--- config.mk ---
export PLATFORM = sky130hd
export DESIGN_NAME = seq_div8
export DESIGN_NICKNAME = d
export VERILOG_FILES = /design/src/rtl/seq_div8.sv
export SDC_FILE = /design/constraint.sdc
export NUM_CORES = 1
export LEC_CHECK = 0
export ABC_AREA = 1
export CAP_MARGIN = 5
export CORE_MARGIN = 10
export CORE_UTILIZATION = 40
export DETAILED_ROUTE_END_ITERATION = 16
export SYNTH_ARGS = -nofsm -noshare
export SYNTH_HDL_FRONTEND = slang
export SYNTH_SLANG_ARGS = --single-unit
--- constraint.sdc ---
create_clock -name clk -period 2.93 [get_ports clk]
set_clock_uncertainty 0.1 [all_clocks]
set_input_delay 0.293 -clock clk [delete_from_list [all_inputs] [get_ports clk]]
set_output_delay 0.293 -clock clk [all_outputs]
set_load 0.02 [all_outputs]
--- src/rtl/seq_div8.sv ---
// rtl/seq_div8.sv - multi-cycle unsigned restoring divider, one quotient bit per clock
//
// Ports:
//   clk, rst_n           clock (rising edge), asynchronous active-low reset
//   start                request, accepted only while busy==0
//   dividend, divisor    operands, sampled on the accepted start
//   busy                 high while the iteration loop is running
//   done                 one-cycle pulse; results valid from this cycle on
//   quotient, remainder  floor(dividend/divisor), dividend mod divisor
//   div_by_zero          set together with done when divisor==0
module seq_div8 #(
  parameter int WIDTH = 8
) (
  input  logic             clk,
  input  logic             rst_n,
  input  logic             start,
  input  logic [WIDTH-1:0] dividend,
  input  logic [WIDTH-1:0] divisor,
  output logic             busy,
  output logic             done,
  output logic [WIDTH-1:0] quotient,
  output logic [WIDTH-1:0] remainder,
  output logic             div_by_zero
);

  localparam int CW = (WIDTH > 1) ? $clog2(WIDTH) : 1;

  typedef enum logic [1:0] {
    IDLE = 2'd0,
    RUN  = 2'd1,
    DONE = 2'd2
  } state_t;

  state_t           state_q, state_d;
  logic [WIDTH:0]   r_q, r_d;        // partial remainder, one guard bit
  logic [WIDTH-1:0] q_q, q_d;        // dividend shifting out / quotient shifting in
  logic [WIDTH-1:0] div_q, div_d;
  logic [CW-1:0]    cnt_q, cnt_d;
  logic [WIDTH-1:0] quo_q, quo_d;
  logic [WIDTH-1:0] rem_q, rem_d;
  logic             dbz_q, dbz_d;

  // One iteration: shift {R,Q} left, trial-subtract the divisor from R.
  // The difference is one bit wider than R so its MSB is the borrow.
  logic [WIDTH+1:0] r_sh;
  logic [WIDTH+1:0] diff;
  logic             borrow;
  logic [WIDTH:0]   r_next;
  logic [WIDTH-1:0] q_next;

  always_comb begin
    r_sh   = {r_q, q_q[WIDTH-1]};
    diff   = r_sh + {2'b11, ~div_q} + {{(WIDTH+1){1'b0}}, 1'b1};
    borrow = diff[WIDTH+1];
    r_next = borrow ? r_sh[WIDTH:0] : diff[WIDTH:0];
    q_next = {q_q[WIDTH-2:0], ~borrow};
  end

  always_comb begin
    state_d = state_q;
    r_d     = r_q;
    q_d     = q_q;
    div_d   = div_q;
    cnt_d   = cnt_q;
    quo_d   = quo_q;
    rem_d   = rem_q;
    dbz_d   = dbz_q;

    case (state_q)
      IDLE, DONE: begin
        if (state_q == DONE) begin
          state_d = IDLE;
        end
        // A start in the DONE cycle is accepted since busy is already low.
        if (start) begin
          div_d = divisor;
          r_d   = '0;
          q_d   = dividend;
          cnt_d = CW'(WIDTH - 1);
          if (divisor == '0) begin
            state_d = DONE;
            quo_d   = '1;
            rem_d   = dividend;
            dbz_d   = 1'b1;
          end else begin
            state_d = RUN;
          end
        end
      end
      RUN: begin
        r_d   = r_next;
        q_d   = q_next;
        cnt_d = cnt_q - CW'(1);
        if (cnt_q == '0) begin
          state_d = DONE;
          quo_d   = q_next;
          rem_d   = r_next[WIDTH-1:0];
          dbz_d   = 1'b0;
        end
      end
      default: state_d = IDLE;
    endcase
  end

  always_ff @(posedge clk or negedge rst_n) begin
    if (!rst_n) begin
      state_q <= IDLE;
      r_q     <= '0;
      q_q     <= '0;
      div_q   <= '0;
      cnt_q   <= '0;
      quo_q   <= '0;
      rem_q   <= '0;
      dbz_q   <= 1'b0;
    end else begin
      state_q <= state_d;
      r_q     <= r_d;
      q_q     <= q_d;
      div_q   <= div_d;
      cnt_q   <= cnt_d;
      quo_q   <= quo_d;
      rem_q   <= rem_d;
      dbz_q   <= dbz_d;
    end
  end

  assign busy        = (state_q == RUN);
  assign done        = (state_q == DONE);
  assign quotient    = quo_q;
  assign remainder   = rem_q;
  assign div_by_zero = dbz_q;

endmodule

==> flow_summary.ini, run 1 <==
[clock_network]
tritoncts_num_sinks = 47
cts_setup_buffers = 0
root_buffer = sky130_fd_sc_hd__clkbuf_8
worstSkewPairLatency_ns = 0.31
ctsLongestPathBuffers = 2
htree_num_levels = 2
cts.reportedPaths.clkPinSlew_ns = 0.10
cts_hold_repair.buffers = 0
clock_tree_from_tritoncts = yes
numCtsBuffers = 5
cts.repair.resized = 0

[die]
number_of_standard_cell_rows_in_the_floorplan = 29
floorplan_die_width_um = 101
io_pins = 38
die_h_um = 101
placeableCoreArea_um2 = 6310
floorplan.die_area_um2 = 10100
initial_utilization_pct = 41.1

[finish]
antenna_cells_inserted = 0
drive_above_1_share_pct = 6.50
areaGrowthSynthToFinish_pct = 19.7
postLayoutCellArea_um2 = 3110
multi_input_area_um2 = 1170
layout.area.seq_um2 = 1180
final-instance-count-excl-fill = 446
fillers = 643
design.final.nets = 398

[pwr]
leakagePower_nw = 1.56
power.density_cell_area_nw_per_um2 = 1290
worst_ir_drop_vdd_uv = 696

[job]
timing.max_cap.violations = 0

[synthesis]
synthDominantCellAreaShare_pct = 45.3
synthDistinctLibCells = 26
yosys_register_bits = 47
synth.yosys.warnings = 0
ys_top_cells_by_count = sky130_fd_sc_hd__nand2_1 (77), sky130_fd_sc_hd__nand3_1 (48), sky130_fd_sc_hd__dfrtp_1 (47)
part_of_the_yosys_area_used_for_sequential_elements_pct = 45.3
postSynthCellCount = 333
synth_top_cells_by_area = sky130_fd_sc_hd__dfrtp_1 (45%), sky130_fd_sc_hd__nand2_1 (11%), sky130_fd_sc_hd__nand3_1 (9.3%)
synth_ff_type = sky130_fd_sc_hd__dfrtp_1
yosys.cell_count.top_type = sky130_fd_sc_hd__nand2_1
postSynthAreaPerCell_um2 = 7.79
nets_in_the_synthesized_netlist = 363
async_reset_ff_share_pct = 100
synthesis.area_um2 = 2590
synth-edff-count = 0
post-synth-top-area-cell = sky130_fd_sc_hd__dfrtp_1

[drt]
detail_route.drc_violations = 0
viasPerCell = 4.99
detailedRoute.firstPassIterationCount = 4
detail-route-antenna-nets = 0
detailedRoute.firstIterationViolations = 189
num_vias = 2226
average_wire_per_cell_in_the_routed_design_um = 14.2
routed_wl_um = 6350

[grt]
grt_antenna_before_repair = 0
largest_net_degree_at_the_start_of_global_routing = 48
first_global_vias = 2131
grt_use_total_pct = 12.9
global_route_wire_length_before_repair_um = 10700
globalRoute.totalOverflow = 0

[timing]
fin_tns_setup_ns = 0
worst-slew-pin-transition_ns = 1.09
report.final.slew_viol_count = 0
fin_crit_ns = 2.25
fmaxAchievable_ghz = 0.445
slew_headroom_pct = 27.6
final_critical_path_setup_slack_ns = 0.682
rsz0062_at_grt = false
timing.hold.ws_ns = 0.0752
timing_hold_violations_final = 0
setup_viol = 0
min_period_over_period_pct = 76.7

[critical_path]
critPathArrivalTime_ns = 2.37
worst_path_most_repeated_cell = sky130_fd_sc_hd__nand2_1
launch_point_of_the_critical_path = r_q[5]$_DFFE_PN0P_
worst_path_dominant_cell_family = simple AND/OR/NAND/NOR gates
worstReg2RegStart = r_q[5]$_DFFE_PN0P_
crit_fanout = 11
critical_path_endpoint_category = register
cp.buffers_inverters = 1
cp-start-kind = register
critical_path_class = register to register
crit_path_cell_trace = ha_1 > nand2_1 > nand2_1 > a21oi_1 > nand3_1 > nand2_1 > nand2_1 > nand3_1 > nand3_1 > nand2_1 > inv_1
cell_at_the_slowest_stage_of_the_critical_path = sky130_fd_sc_hd__dfrtp_1
cp_slowest_stage_delay_ns = 0.43
timing.critical_path.required_ns = 3.05

[placement]
place_worst_setup_slack_ns = 0.714
post-place-cells = 438
place.detailed.hpwl_um = 4730
port_buffers = 37
post_dp_cell_area_um2 = 3010
gp_congestion = 0.822

[min_path]
holdCritPathClass = primary input to async pin

[run_status]
result_of_the_run = finished clean
## power by group
part	internal [W]	switching (W)
Clock	0.000193	0.000239
Sequential	0.000967	0.000187
Combinational	0.000893	0.00151
## stage by stage
stage	utilization (%)	total power, W
2_1_floorplan	-	0.00291
3_3_place_gp	47.6	0.00355
3_5_place_dp	47.6	0.00358
4_1_cts	49.2	0.00402
5_1_grt	49.2	0.00442
6_report	49.2	0.00399
## layout by cell type (no fill, tap or decap)
| cell type | netlist | final |
|---|---|---|
| sky130_fd_sc_hd__buf_2 | 4 | 1 |
| sky130_fd_sc_hd__or2_2 | 4 | 4 |
| sky130_fd_sc_hd__a22oi_1 | 2 | 2 |
| sky130_fd_sc_hd__nand2b_1 | 1 | 1 |
| sky130_fd_sc_hd__dfrtp_1 | 47 | 47 |
| sky130_fd_sc_hd__nand2_1 | 77 | 77 |
| sky130_fd_sc_hd__nand2_2 | 3 | 3 |
| sky130_fd_sc_hd__o21ai_0 | 25 | 25 |
| sky130_fd_sc_hd__inv_2 | 5 | 5 |
| sky130_fd_sc_hd__o221ai_1 | 2 | 2 |
| sky130_fd_sc_hd__clkbuf_8 | 0 | 6 |
| sky130_fd_sc_hd__nor2_1 | 19 | 19 |
| sky130_fd_sc_hd__nand3_1 | 48 | 48 |
| sky130_fd_sc_hd__fa_1 | 1 | 1 |
| sky130_fd_sc_hd__or2_0 | 4 | 4 |
| sky130_fd_sc_hd__nand4_1 | 7 | 7 |
| sky130_fd_sc_hd__clkinvlp_4 | 0 | 1 |
| sky130_fd_sc_hd__nand2_4 | 1 | 1 |
| sky130_fd_sc_hd__a31oi_1 | 1 | 1 |
| sky130_fd_sc_hd__nor2_8 | 1 | 1 |
| sky130_fd_sc_hd__buf_4 | 0 | 1 |
| sky130_fd_sc_hd__xor2_1 | 3 | 3 |
| sky130_fd_sc_hd__clkdlybuf4s50_1 | 0 | 36 |
| sky130_fd_sc_hd__o211ai_1 | 1 | 1 |
| sky130_fd_sc_hd__clkinv_4 | 0 | 1 |
| sky130_fd_sc_hd__a21oi_1 | 16 | 16 |
| sky130_fd_sc_hd__ha_1 | 10 | 10 |
| sky130_fd_sc_hd__inv_1 | 45 | 45 |
## metal layers
metal  vias to the layer above  wire (um)  GRT usage, %  part of all wire, %
li1                       1146          -             -                    -
met1                      1036       3040          17.7                   48
met2                        37       2910          19.3                   46
met3                         7        332          3.64                  5.2
met4                         0         70          3.59                  1.1
met5                         -          0             0                    0
## cells by family (layout without fill, tap and decap cells)
logic type      after synthesis  after routing  share of synthesized area (%)
fa+ha+maj                    11             11                           5.59
flops                        47             47                           45.3
simple gates                165            165                           28.9
buf+inv                      60             96                           9.45
compound gates               47             47                           9.69
xor+xnor                      3              3                           1.01
## path summary, 6_finish.rpt
path | end | cells after the start | slack [ns]
max | remainder[5]$_DFFE_PN0P_ | 11 | 0.68
min | cnt_q[2]$_DFFE_PN0P_ | 1 | 0.08
max reg2reg | remainder[5]$_DFFE_PN0P_ | 11 | 0.68
min reg2reg | div_q[3]$_DFFE_PN0P_ | 2 | 0.39
max in group asynchronous | div_q[3]$_DFFE_PN0P_ | 1 | 1.98
min in group clk | div_q[3]$_DFFE_PN0P_ | 2 | 0.39
## final cells by class
| type | count | share of cell area (%) |
|---|---|---|
| Sequential cell | 47 | 37.9 |
| Multi-Input combinational cell | 226 | 37.8 |
| Timing Repair Buffer | 38 | 12.0 |
| Inverter | 50 | 6.04 |
| Tap cell | 77 | 3.10 |
| Clock buffer | 6 | 2.66 |
| Clock inverter | 2 | 0.524 |
## state kept, by name, indices dropped and copies added, names as in the netlist
name / count
div_q: 8
div_by_zero: 1
r_q: 9
remainder: 8
state_q: 2
quotient: 8
q_q: 8
cnt_q: 3
Power figures use the tool's default switching activity.
==> run 2, diff against run 1 <==
Clock period 2.93 ns to 2.12 ns, I/O delays scaled along.
==> flow_summary.ini, run 2 (same netlist as run 1, synthesis figures left out) <==
[drt]
detailedRoute.firstIterationViolations = 161
num_vias = 2330
routed_wl_um = 6860
detail-route-antenna-nets = 0
viasPerCell = 4.98
detail_route.drc_violations = 0
detailedRoute.firstPassIterationCount = 4
average_wire_per_cell_in_the_routed_design_um = 14.7

[grt]
largest_net_degree_at_the_start_of_global_routing = 48
first_global_vias = 2245
global_route_wire_length_before_repair_um = 11400
globalRoute.totalOverflow = 0
grt_antenna_before_repair = 0
gr_layer_usage_met2_pct = 21.3
grt_use_total_pct = 13.9
groute.layer.met1.usage_pct = 19.2
globalRoute.busiestLayer = met2
grt.met3_usage_pct = 3.43

[finish]
drive_above_1_share_pct = 13.8
design.final.nets = 420
largest_register_by_flop_count = r_q
final-instance-count-excl-fill = 468
final_common_cell = sky130_fd_sc_hd__nand2_1
antenna_cells_inserted = 0
final_cell_mix = sky130_fd_sc_hd__nand2_1 (76), sky130_fd_sc_hd__nand3_1 (48), sky130_fd_sc_hd__dfrtp_1 (47), sky130_fd_sc_hd__inv_1 (45), sky130_fd_sc_hd__clkdlybuf4s50_1 (36)
largest_register_ff_count = 9
areaGrowthSynthToFinish_pct = 29.7

[clock_network]
root_buffer = sky130_fd_sc_hd__clkbuf_8
tritoncts_num_sinks = 47
htree_num_levels = 2
ctsLongestPathBuffers = 2
clock_tree_from_tritoncts = yes
worstSkewPairLatency_ns = 0.31
cts.reportedPaths.clkPinSlew_ns = 0.10
numCtsBuffers = 5

[timing]
timing.hold.ws_ns = 0.377
slew_headroom_pct = 58.6
setup_viol = 0
worst-slew-pin-transition_ns = 0.620
fin_crit_ns = 1.98
report.final.slew_viol_count = 0
min_period_over_period_pct = 93.4
timing_hold_violations_final = 0
fmaxAchievable_ghz = 0.505
rsz0062_at_grt = true

[pwr]
leakagePower_nw = 1.67
power.density_cell_area_nw_per_um2 = 1850
worst_ir_drop_vdd_uv = 1090

[placement]
port_buffers = 37
place.detailed.hpwl_um = 5030
gp_congestion = 0.845
post-place-cells = 456

[die]
die_h_um = 101
io_pins = 38
initial_utilization_pct = 41.1
floorplan_die_width_um = 101
number_of_standard_cell_rows_in_the_floorplan = 29
placeableCoreArea_um2 = 6310
floorplan.die_area_um2 = 10100

[critical_path]
cp.buffers_inverters = 2
cell_at_the_slowest_stage_of_the_critical_path = sky130_fd_sc_hd__dfrtp_1
crit_path_cell_trace = ha_1 > nand2_1 > inv_1 > nand2_1 > nand2_1 > nand2_1 > nand3_1 > nand2_1 > nand2_4 > nand3_1 > nand3_1 > nand2_1 > inv_1
worst_path_most_repeated_cell = sky130_fd_sc_hd__nand2_1
worstReg2RegStart = r_q[2]$_DFFE_PN0P_
critical_path_endpoint_category = register
critPathArrivalTime_ns = 2.09
worst_path_dominant_cell_family = simple AND/OR/NAND/NOR gates
crit_fanout = 11
launch_point_of_the_critical_path = r_q[2]$_DFFE_PN0P_
cp_slowest_stage_delay_ns = 0.42
timing.critical_path.required_ns = 2.23
cp-start-kind = register
critical_path_class = register to register
reg2reg_slack_ns = 0.14

[min_path]
hold_start = divisor[6]
holdCritPathClass = primary input to register

[job]
timing.max_cap.violations = 0

[run_status]
result_of_the_run = finished clean
-- run 2: cell count changes in the layout (fill, tap and decap cells not counted), moves of 3 or more --
cell / before / now
sky130_fd_sc_hd__buf_4: 1 / 22
sky130_fd_sc_hd__a21oi_1: 16 / 13
sky130_fd_sc_hd__a21oi_2: 0 / 3
sky130_fd_sc_hd__ha_1: 10 / 7
sky130_fd_sc_hd__ha_4: 0 / 3
-- run 2: worst reg2reg max path, stage by stage, from the launching register on --
cell and delay, ns:
sky130_fd_sc_hd__dfrtp_1 0.42, sky130_fd_sc_hd__ha_1 0.32, sky130_fd_sc_hd__nand2_1 0.11, sky130_fd_sc_hd__inv_1 0.06
sky130_fd_sc_hd__nand2_1 0.07, sky130_fd_sc_hd__nand2_1 0.05, sky130_fd_sc_hd__nand2_1 0.10, sky130_fd_sc_hd__nand3_1 0.10
sky130_fd_sc_hd__nand2_1 0.12, sky130_fd_sc_hd__nand2_4 0.10, sky130_fd_sc_hd__nand3_1 0.12, sky130_fd_sc_hd__nand3_1 0.10
sky130_fd_sc_hd__nand2_1 0.07, sky130_fd_sc_hd__inv_1 0.04
-- run 2: final timing paths --
path | cells past startpoint | to
max | 13 | remainder[2]$_DFFE_PN0P_
min | 3 | div_q[6]$_DFFE_PN0P_
max reg2reg | 13 | remainder[2]$_DFFE_PN0P_
min reg2reg | 2 | quotient[6]$_DFFE_PN0P_
max in group asynchronous | 3 | div_q[1]$_DFFE_PN0P_
min in group asynchronous | 3 | cnt_q[1]$_DFFE_PN0P_
-- run 2: timing repair --
item                       in CTS  in global routing
cloned                          0                  0
buffers inserted                0                  3
hold endpoints to repair       47                  0
pin swaps                       0                  3
hold buffers                    1                  0
gates resized for setup         1                 13
setup endpoints to repair       8                  9
-- run 2: through the flow --
stage | util (%) | setup WS, ns | setup TNS [ns] | cell area [um2] | power (W)
after floorplan | - | 0.215 | 0 | 2590 | 0.00402
after global placement | 49.8 | 0.0690 | 0 | 3140 | 0.00522
after detailed placement | 49.8 | -0.0447 | -0.168 | 3140 | 0.00528
after CTS | 51.8 | 0.0413 | 0 | 3270 | 0.00601
after global routing | 53.3 | -0.0330 | -0.0919 | 3370 | 0.00684
final | 53.3 | 0.141 | 0 | 3370 | 0.00623
-- run 2: final cells by class --
class,count,area [um2]
Multi-Input combinational cell,226,1250
Inverter,50,190
Clock buffer,5,68.8
Tap cell,77,96.3
Fill cell,616,2950
Sequential cell,47,1180
Clock inverter,3,46.3
Timing Repair Buffer,60,541
-- run 2: report_power, final --
group / internal (W) / switching, W / total [W]
clock: 0.000356 / 0.000348 / 0.000704
combinational: 0.00163 / 0.00229 / 0.00392
sequential: 0.00134 / 0.000262 / 0.00160
total: 0.00332 / 0.00290 / 0.00623
-- run 2: routing by layer --
metal,wire [um],vias up
met3,362,5
met5,0,-
met2,3210,52
met1,3230,1085
li1,-,1188
met4,60,0
==> run 3, diff against run 2 <==
Settings changed: CORE_UTILIZATION 40 to 50, PLACE_DENSITY from default to 0.74.
==> flow_summary.ini, run 3 (same netlist as run 1, synthesis figures left out) <==
[critical_path]
reg2reg_slack_ns = 0.15
end_of_the_worst_register_to_register_path = remainder[2]$_DFFE_PN0P_
crit_fanout = 11
critical_path_class = register to register
cp-start-kind = register
critPathArrivalTime_ns = 2.09
ff2ff_path_depth = 13
timing.critical_path.required_ns = 2.24
worstReg2RegStart = r_q[2]$_DFFE_PN0P_
critical_path_endpoint_category = register

[timing]
report.final.slew_viol_count = 0
timing.hold.ws_ns = 0.368
setup_viol = 0
final_critical_path_setup_slack_ns = 0.150
min_period_over_period_pct = 92.9
fin_crit_ns = 1.97
fmaxAchievable_ghz = 0.508
worst-slew-pin-transition_ns = 0.613
timing_hold_violations_final = 0
slew_headroom_pct = 59.2

[drt]
detailedRoute.firstPassIterationCount = 6
average_wire_per_cell_in_the_routed_design_um = 14.3
detail-route-antenna-nets = 0
viasPerCell = 5.19
detailedRoute.firstIterationViolations = 208
routed_wl_um = 6500
num_vias = 2357
detail_route.drc_violations = 0

[pwr]
combPwrFrac_pct = 62.9
clock_power_share_pct = 10.1
power.density_cell_area_nw_per_um2 = 1810
sequential_group_share_of_total_power_pct = 27.0
sw_frac_of_total_pct = 47.6
net-switching-power_w = 0.00283
totalPowerFinal_w = 0.00595
p_int_w = 0.00311
worst_ir_drop_vdd_uv = 1120
leakagePower_nw = 1.63

[grt]
grt_antenna_before_repair = 0
first_global_vias = 2367
globalRoute.totalOverflow = 0
largest_net_degree_at_the_start_of_global_routing = 48
global_route_wire_length_before_repair_um = 11000
grt_use_total_pct = 15.9

[die]
floorplan.die_area_um2 = 8470
die_h_um = 92.0
number_of_standard_cell_rows_in_the_floorplan = 26
io_pins = 38
placeableCoreArea_um2 = 5070
initial_utilization_pct = 51.1
floorplan_die_width_um = 92.0

[finish]
final_cell_mix = sky130_fd_sc_hd__nand2_1 (76), sky130_fd_sc_hd__nand3_1 (47), sky130_fd_sc_hd__dfrtp_1 (47), sky130_fd_sc_hd__inv_1 (44), sky130_fd_sc_hd__clkdlybuf4s50_1 (36)
antenna_cells_inserted = 0
largest_register_by_flop_count = r_q
final_common_cell = sky130_fd_sc_hd__nand2_1
postLayoutCellArea_um2 = 3280
design.final.nets = 413
areaGrowthSynthToFinish_pct = 26.2
final_util_pct = 64.5
largest_register_ff_count = 9
drive_above_1_share_pct = 12.0

[clock_network]
clock_tree_from_tritoncts = yes
root_buffer = sky130_fd_sc_hd__clkbuf_8
worstSkewPairLatency_ns = 0.32
numCtsBuffers = 5
htree_num_levels = 2
tritoncts_num_sinks = 47
ctsLongestPathBuffers = 2
cts.reportedPaths.clkPinSlew_ns = 0.09

[min_path]
holdCritPathClass = primary input to register
min_delay_worst_endpoint = div_q[5]$_DFFE_PN0P_
hold_depth = 3
hold_start = divisor[5]

[run_status]
result_of_the_run = finished clean

[placement]
place_worst_setup_slack_ns = -0.00688
place.detailed.hpwl_um = 4820
gp_congestion = 0.893
post_dp_cell_area_um2 = 3100
port_buffers = 37

[job]
timing.max_cap.violations = 0
[run 3: worst max path at each step]
stage,from,cells past startpoint,end
floorplan,r_q[3]$_DFFE_PN0P_,12,remainder[7]$_DFFE_PN0P_
global placement,r_q[5]$_DFFE_PN0P_,11,remainder[1]$_DFFE_PN0P_
detailed placement,r_q[5]$_DFFE_PN0P_,11,remainder[1]$_DFFE_PN0P_
CTS,cnt_q[0]$_DFFE_PN0P_,12,remainder[1]$_DFFE_PN0P_
global route,r_q[2]$_DFFE_PN0P_,13,remainder[4]$_DFFE_PN0P_
finish,r_q[2]$_DFFE_PN0P_,13,remainder[2]$_DFFE_PN0P_
[run 3: what timing repair did]
| action | 4_1_cts | 5_1_grt |
|---|---|---|
| setup endpoints to repair | 6 | 11 |
| resized for setup | 1 | 12 |
| hold buffers | 1 | 0 |
| setup buffers | 0 | 1 |
| endpoints found under the hold margin | 47 | 0 |
[run 3: area by class of cell]
class	count	area (um2)
clock buffer	6	82.6
clock inverter	2	16.3
fill	469	1800
inverter	50	190
multi-input combinational	226	1230
sequential	47	1180
tap	70	87.6
timing repair buffer	53	488
[run 3: routing by layer]
layer | routed length (um) | GRT usage, % | up-vias
met5 | 0 | 0 | -
met4 | 130 | 6.17 | 0
met3 | 460 | 5.13 | 11
met2 | 2990 | 24.4 | 86
met1 | 2920 | 20.3 | 1084
li1 | - | - | 1176
[run 3: worst max-delay path, stage by stage, from the launching register on]
cell	delay [ns]
sky130_fd_sc_hd__dfrtp_1	0.42
sky130_fd_sc_hd__ha_1	0.34
sky130_fd_sc_hd__nand2_1	0.11
sky130_fd_sc_hd__inv_1	0.06
sky130_fd_sc_hd__nand2_1	0.06
sky130_fd_sc_hd__nand2_1	0.05
sky130_fd_sc_hd__nand2_1	0.09
sky130_fd_sc_hd__nand3_1	0.10
sky130_fd_sc_hd__nand2_1	0.12
sky130_fd_sc_hd__nand2_4	0.10
sky130_fd_sc_hd__nand3_1	0.11
sky130_fd_sc_hd__nand3_1	0.10
sky130_fd_sc_hd__nand2_1	0.07
sky130_fd_sc_hd__inv_1	0.03
[run 3: power by group through the flow]
stage               clock network (W)  logic (W)  registers [W]
floorplan                           0    0.00228        0.00174
global placement                    0    0.00350        0.00160
detailed placement                  0    0.00356        0.00161
CTS                          0.000608    0.00358        0.00160
global route                 0.000647    0.00423        0.00166
finish                       0.000599    0.00374        0.00160
[run 3: per-stage QoR]
stage,instances,setup TNS [ns]
5_1_grt,454,-0.00996
4_1_cts,453,0
2_1_floorplan,333,0
3_3_place_gp,444,0
3_5_place_dp,444,-0.00980
6_report,454,0
